### config.mk
export PLATFORM = sky130hd
export DESIGN_NAME = down_counter
export DESIGN_NICKNAME = d
export VERILOG_FILES = /design/src/rtl/down_counter_pkg.sv /design/src/rtl/down_counter_presc.sv /design/src/rtl/down_counter.sv
export SDC_FILE = /design/constraint.sdc
export NUM_CORES = 1
export LEC_CHECK = 0
export CELL_PAD_IN_SITES_DETAIL_PLACEMENT = 0
export CELL_PAD_IN_SITES_GLOBAL_PLACEMENT = 1
export CORE_AREA = 2 2 113 115
export CTS_BUF_LIST = sky130_fd_sc_hd__clkbuf_8
export CTS_CLUSTER_SIZE = 40
export DETAILED_ROUTE_END_ITERATION = 6
export DIE_AREA = 0 0 115 117
export GPL_TIMING_DRIVEN = 0
export PLACE_DENSITY = 0.81
export SLEW_MARGIN = 20
export SYNTH_ARGS = -nofsm -noshare
export SYNTH_HDL_FRONTEND = slang
export SYNTH_SLANG_ARGS = --single-unit
### constraint.sdc
create_clock -name clk -period 3.05 [get_ports clk]
set_input_delay 0.305 -clock clk [delete_from_list [all_inputs] [get_ports clk]]
set_output_delay 0.305 -clock clk [all_outputs]
set_load 0.005 [all_outputs]
### src/rtl/down_counter_pkg.sv
`default_nettype none
// ============================================================================
// down_counter_pkg : shared state encoding and default sizes for down_counter
// Revision: 1.0
// ============================================================================
package down_counter_pkg;

  localparam int DEFAULT_WIDTH       = 32;
  localparam int DEFAULT_PRESC_WIDTH = 16;

  typedef enum logic [1:0] {
    ST_IDLE    = 2'd0,
    ST_RUN     = 2'd1,
    ST_EXPIRED = 2'd2
  } state_t;

endpackage
`default_nettype wire

### src/rtl/down_counter_presc.sv
`default_nettype none
// ============================================================================
// down_counter_presc : prescaler, one tick every presc+1 enabled cycles
// Revision: 1.0
// ============================================================================
module down_counter_presc
  import down_counter_pkg::*;
#(
  parameter int PRESC_WIDTH = DEFAULT_PRESC_WIDTH
) (
  input  logic                   clk,
  input  logic                   reset,
  input  logic                   clr,
  input  logic                   en,
  input  logic [PRESC_WIDTH-1:0] presc,
  output logic                   tick
);

  logic [PRESC_WIDTH-1:0] presc_cnt;

  // Equality compare only: if presc drops below presc_cnt the counter wraps
  assign tick = en && (presc_cnt == presc);

  always_ff @(posedge clk or posedge reset) begin
    if (reset) begin
      presc_cnt <= '0;
    end else if (clr || tick) begin
      presc_cnt <= '0;
    end else if (en) begin
      presc_cnt <= presc_cnt + PRESC_WIDTH'(1);
    end
  end

endmodule
`default_nettype wire

### src/rtl/down_counter.sv
`default_nettype none
// ============================================================================
// down_counter : prescaled down counter with one-shot / periodic reload
// Revision: 1.0
// ============================================================================
module down_counter
  import down_counter_pkg::*;
#(
  parameter int WIDTH       = DEFAULT_WIDTH,
  parameter int PRESC_WIDTH = DEFAULT_PRESC_WIDTH
) (
  input  logic                   clk,
  input  logic                   reset,
  input  logic                   en,
  input  logic                   load,
  input  logic [WIDTH-1:0]       load_val,
  input  logic                   periodic,
  input  logic [PRESC_WIDTH-1:0] presc,
  output logic [WIDTH-1:0]       q,
  output logic                   tc,
  output logic                   running,
  output logic                   expired,
  output logic                   zero
);

  localparam logic [WIDTH-1:0] ONE = WIDTH'(1);

  state_t           state, state_n;
  logic [WIDTH-1:0] reload, reload_n, q_n;
  logic             tc_n;
  logic             presc_en;
  logic             tick;

  assign presc_en = en && (state == ST_RUN);

  down_counter_presc #(
    .PRESC_WIDTH (PRESC_WIDTH)
  ) u_presc (
    .clk   (clk),
    .reset (reset),
    .clr   (load),
    .en    (presc_en),
    .presc (presc),
    .tick  (tick)
  );

  always_ff @(posedge clk or posedge reset) begin
    if (reset) begin
      state   <= ST_IDLE;
      q       <= '0;
      reload  <= '0;
      tc      <= 1'b0;
      running <= 1'b0;
      expired <= 1'b0;
    end else begin
      state   <= state_n;
      q       <= q_n;
      reload  <= reload_n;
      tc      <= tc_n;
      running <= (state_n == ST_RUN);
      expired <= (state_n == ST_EXPIRED);
    end
  end

  // Load wins over any coincident tick and ignores en
  always_comb begin
    state_n  = state;
    q_n      = q;
    reload_n = reload;
    tc_n     = 1'b0;
    if (load) begin
      q_n      = load_val;
      reload_n = load_val;
      state_n  = (load_val != '0) ? ST_RUN : ST_IDLE;
    end else begin
      case (state)
        ST_RUN: begin
          if (tick) begin
            if (q > ONE) begin
              q_n = q - ONE;
            end else if (q == ONE) begin
              tc_n = 1'b1;
              if (periodic) begin
                q_n = reload;
              end else begin
                q_n     = '0;
                state_n = ST_EXPIRED;
              end
            end
          end
        end
        default: begin
        end
      endcase
    end
  end

  assign zero = (q == '0);

endmodule
`default_nettype wire

==> impl_metrics.env, run 1 <==
export IMPL_post_drt_wl_per_cell_um=20.65
export IMPL_whs_ns=0.3390
export IMPL_dp_cells=785
export IMPL_power_density_nw_per_um2=414.2
export IMPL_gp_congestion=0.9258
export IMPL_dieHeight_um=117
export IMPL_stdcell_count=798
export IMPL_wirelength_mm=16.48
export IMPL_holdCritPathClass="in2async"
export IMPL_remaining_drc_errors=0
export IMPL_irDropWorstVdd_mv=0.1989
export IMPL_num_antenna_cells=0
export IMPL_cts_buffers=9
export IMPL_insertion_delay_ns=0.37
export IMPL_worst_r2r_cell_count=8
export IMPL_vias_per_cell=5.972
export IMPL_clkSinkCount=85
export IMPL_period_share_pct=96.24
export IMPL_synth_warnings=0
export IMPL_fmax_mhz=340.7
export IMPL_rsz0062_at_grt="no"
export IMPL_synthArstFlopShare_pct=100.0
export IMPL_syn2layout_area_growth_pct=25.52
export IMPL_die_w_um=115
export IMPL_cts_tree="yes"
export IMPL_setup_viol=0
export IMPL_cp_end_kind="flip-flop"
export IMPL_drtIter0Drc=407
export IMPL_fin_crit_ns=2.935
export IMPL_io_pins=89
export IMPL_maxSlewViolCount=0
export IMPL_grt_pass1_vias=4532
export IMPL_syn_avg_cell_area_um2=9.198
export IMPL_synth_nets=604
export IMPL_cts_hold_buf=0
export IMPL_worst_setup_path_start_kind="flip-flop"
export IMPL_portBuffers=87
export IMPL_synth_enable_flop_cells=0
export IMPL_synth_seq_cells=85
export IMPL_crit_required_ns=3.31
export IMPL_post_cts_buffers=0
export IMPL_path_cells="inv_1 > ha_1 > nor3b_2 > nand4_2 > or4_1 > xor2_1 > o21ai_1 > a221o_1"
export IMPL_finalHoldViolations=0
export IMPL_grt_max_degree=46
export IMPL_grt_overflow_total=0
export IMPL_critPathSlowestCell="or4_1"
export IMPL_worstPathMaxFanout=10
export IMPL_status="completed"
export IMPL_slew_headroom_pct=43.26
export IMPL_drv_cap=0
export IMPL_critPathMaxStageDelay_ns=0.55
export IMPL_clk_pin_slew_worst_paths_ns=0.09
export IMPL_synth_flop_cell="dfrtp_1"
export IMPL_cts_resized=0
export IMPL_layout_nets=703
export IMPL_cts_root_buffer="clkbuf_8"
export IMPL_grt_first_pass_wirelength_mm=25.54
export IMPL_synth_top_cell_area_share_pct=42.28
export IMPL_ant_nets=0
export IMPL_cts_max_level=3
export IMPL_die_area_um2=13460
export IMPL_rows=41
export IMPL_dp_hpwl_mm=11.85
export IMPL_cp_arrival_ns=3.19
export IMPL_clk_path_buf_depth=2
export IMPL_grt_usage_pct=25.19
export IMPL_power_leakage_nw=2.469
export IMPL_synth_top_cell_by_area="dfrtp_1"
export IMPL_layout_drive_gt1_share_pct=9.877
export IMPL_via_count=4766
export IMPL_path_class="reg2reg"
export IMPL_grt_antenna_before_repair=0
export IMPL_start_util_pct=40.86
export IMPL_first_pass_iters=5
export IMPL_ys_types=68
export IMPL_yosys_top_cells_area="dfrtp_1, xnor2_1, o21ai_0"
export IMPL_netlist_instances=547
export IMPL_netlist_area_um2=5031
export IMPL_tightest_slew_ns=0.8511
export IMPL_yosysSeqAreaShare_pct=42.28
export IMPL_coreArea_um2=12310
export IMPL_finalClockSkew_ns=0.01422
## sequential cells by signal, summed over array words and instances, names as in the netlist
| name | count |
|---|---|
| expired | 1 |
| reload | 32 |
| q | 32 |
| u_presc.presc_cnt | 16 |
| tc | 1 |
| running | 1 |
| state | 2 |
## cell type report
type,count,area [um2]
Tap cell,150,187.7
Fill cell,1181,5997
Multi-Input combinational cell,409,2663
Buffer,27,152.6
Clock inverter,2,35.03
Inverter,26,100.1
Sequential cell,85,2127
Clock buffer,11,151.4
Timing Repair Buffer,88,898.4
## logic make-up (layout without fill, tap and decap cells)
| kind of cell | Yosys count | in the layout | synth area share [%] |
|---|---|---|---|
| and+or+nand+nor | 208 | 208 | 22.28 |
| AOI/OAI and AO/OA | 138 | 138 | 18.28 |
| DFF | 85 | 85 | 42.28 |
| buffers and inverters | 53 | 154 | 4.974 |
| xor gates and xnor gates | 36 | 36 | 6.267 |
| muxes | 23 | 23 | 4.924 |
| adders and majority gates | 4 | 4 | 0.9948 |
## synth_stat cells (6+ instances only)
library cell	count
or3_1	7
a31oi_1	9
nor4_1	17
buf_2	6
o21ai_0	43
dfrtp_1	85
inv_1	25
a311oi_1	6
mux2_2	14
xnor2_1	25
nor3_1	15
nand2_1	48
nor2_1	51
mux2i_1	9
xor2_1	11
nand3_1	18
a21o_1	7
a21oi_1	24
and3_1	6
nand4_1	12
o31ai_1	6
clkbuf_1	8
## stage by stage
step | power [mW] | util [%] | cell area [um2] | TNS, ns | setup slack [ns]
floorplan | 1.545 | - | 5031 | 0 | 0.5515
global placement | 1.804 | 49.46 | 6090 | -74.22 | -0.8767
detailed placement | 1.820 | 49.71 | 6120 | 0 | 0.1658
CTS | 2.629 | 51.22 | 6306 | 0 | 0.1554
global route | 2.739 | 51.29 | 6315 | 0 | 0.01281
finish | 2.616 | 51.29 | 6315 | 0 | 0.1146
## worst paths after layout
kind | start | to | slack [ns]
worst max-delay path | q[0] | q[24] | 0.11
worst min-delay path | reset | q[2] | 0.34
worst max register to register | q[0] | q[24] | 0.11
worst min register to register | reload[4] | reload[4] | 0.49
max in group asynchronous | reset | reload[23] | 2.09
min in group clk | periodic | q[18] | 0.47
## worst max-delay path: cells and delay by family, from the launching register on
| family | cells | cell delay [ns] |
|---|---|---|
| buffers and inverters | 1 | 0.15 |
| AND/OR/NAND/NOR | 3 | 1.41 |
| flip-flops | 1 | 0.49 |
| adder cells (fa/ha/maj) | 1 | 0.23 |
| AO/OA/AOI/OAI | 2 | 0.38 |
| XOR/XNOR | 1 | 0.16 |
## cells in the final DEF, fill, tap and decap left out, types with 6 or more instances in the layout
master | synthesis | layout
clkdlybuf4s50_1 | 0 | 87
dfrtp_1 | 85 | 85
nor2_1 | 51 | 51
nand2_1 | 48 | 48
o21ai_0 | 43 | 43
xnor2_1 | 25 | 25
inv_1 | 25 | 24
a21oi_1 | 24 | 24
nand3_1 | 18 | 18
nor4_1 | 17 | 17
nor3_1 | 15 | 15
mux2_2 | 14 | 14
nand4_1 | 12 | 12
clkbuf_8 | 1 | 12
xor2_1 | 11 | 11
mux2i_1 | 9 | 9
a31oi_1 | 9 | 9
clkbuf_1 | 8 | 8
a21o_1 | 7 | 7
or3_1 | 7 | 7
and3_1 | 6 | 6
buf_2 | 6 | 6
o31ai_1 | 6 | 6
a311oi_1 | 6 | 6
## layer usage
metal  up-vias  track usage [%]  share of wire [%]  wire [um]
met5         -                0                  0          0
met4         0            8.835                2.7        451
met3        34            5.046                7.4       1223
met2       218            39.33                 45       7401
met1      2318            35.08                 45       7401
li1       2196                -                  -          -
## where the power goes
part           switching [mW]  internal (mW)  leakage [nW]  total, mW
Clock                   0.404          0.409        0.0971      0.813
Combinational           0.236          0.253          1.33      0.489
Sequential              0.102           1.21          1.05       1.31
Note: power is estimated with default switching activity, not from simulation.
==> run 2, diff against run 1 <==
--- a/config.mk
+++ b/config.mk
@@ -9,6 +9,7 @@
 export CELL_PAD_IN_SITES_GLOBAL_PLACEMENT = 1
 export CORE_AREA = 2 2 113 115
 export CTS_BUF_LIST = sky130_fd_sc_hd__clkbuf_8
+export CTS_CLUSTER_DIAMETER = 200
 export CTS_CLUSTER_SIZE = 40
 export DETAILED_ROUTE_END_ITERATION = 6
 export DIE_AREA = 0 0 115 117
==> results of run 2 <==
No change in the layout: final DEF, timing and power equal those of run 1.
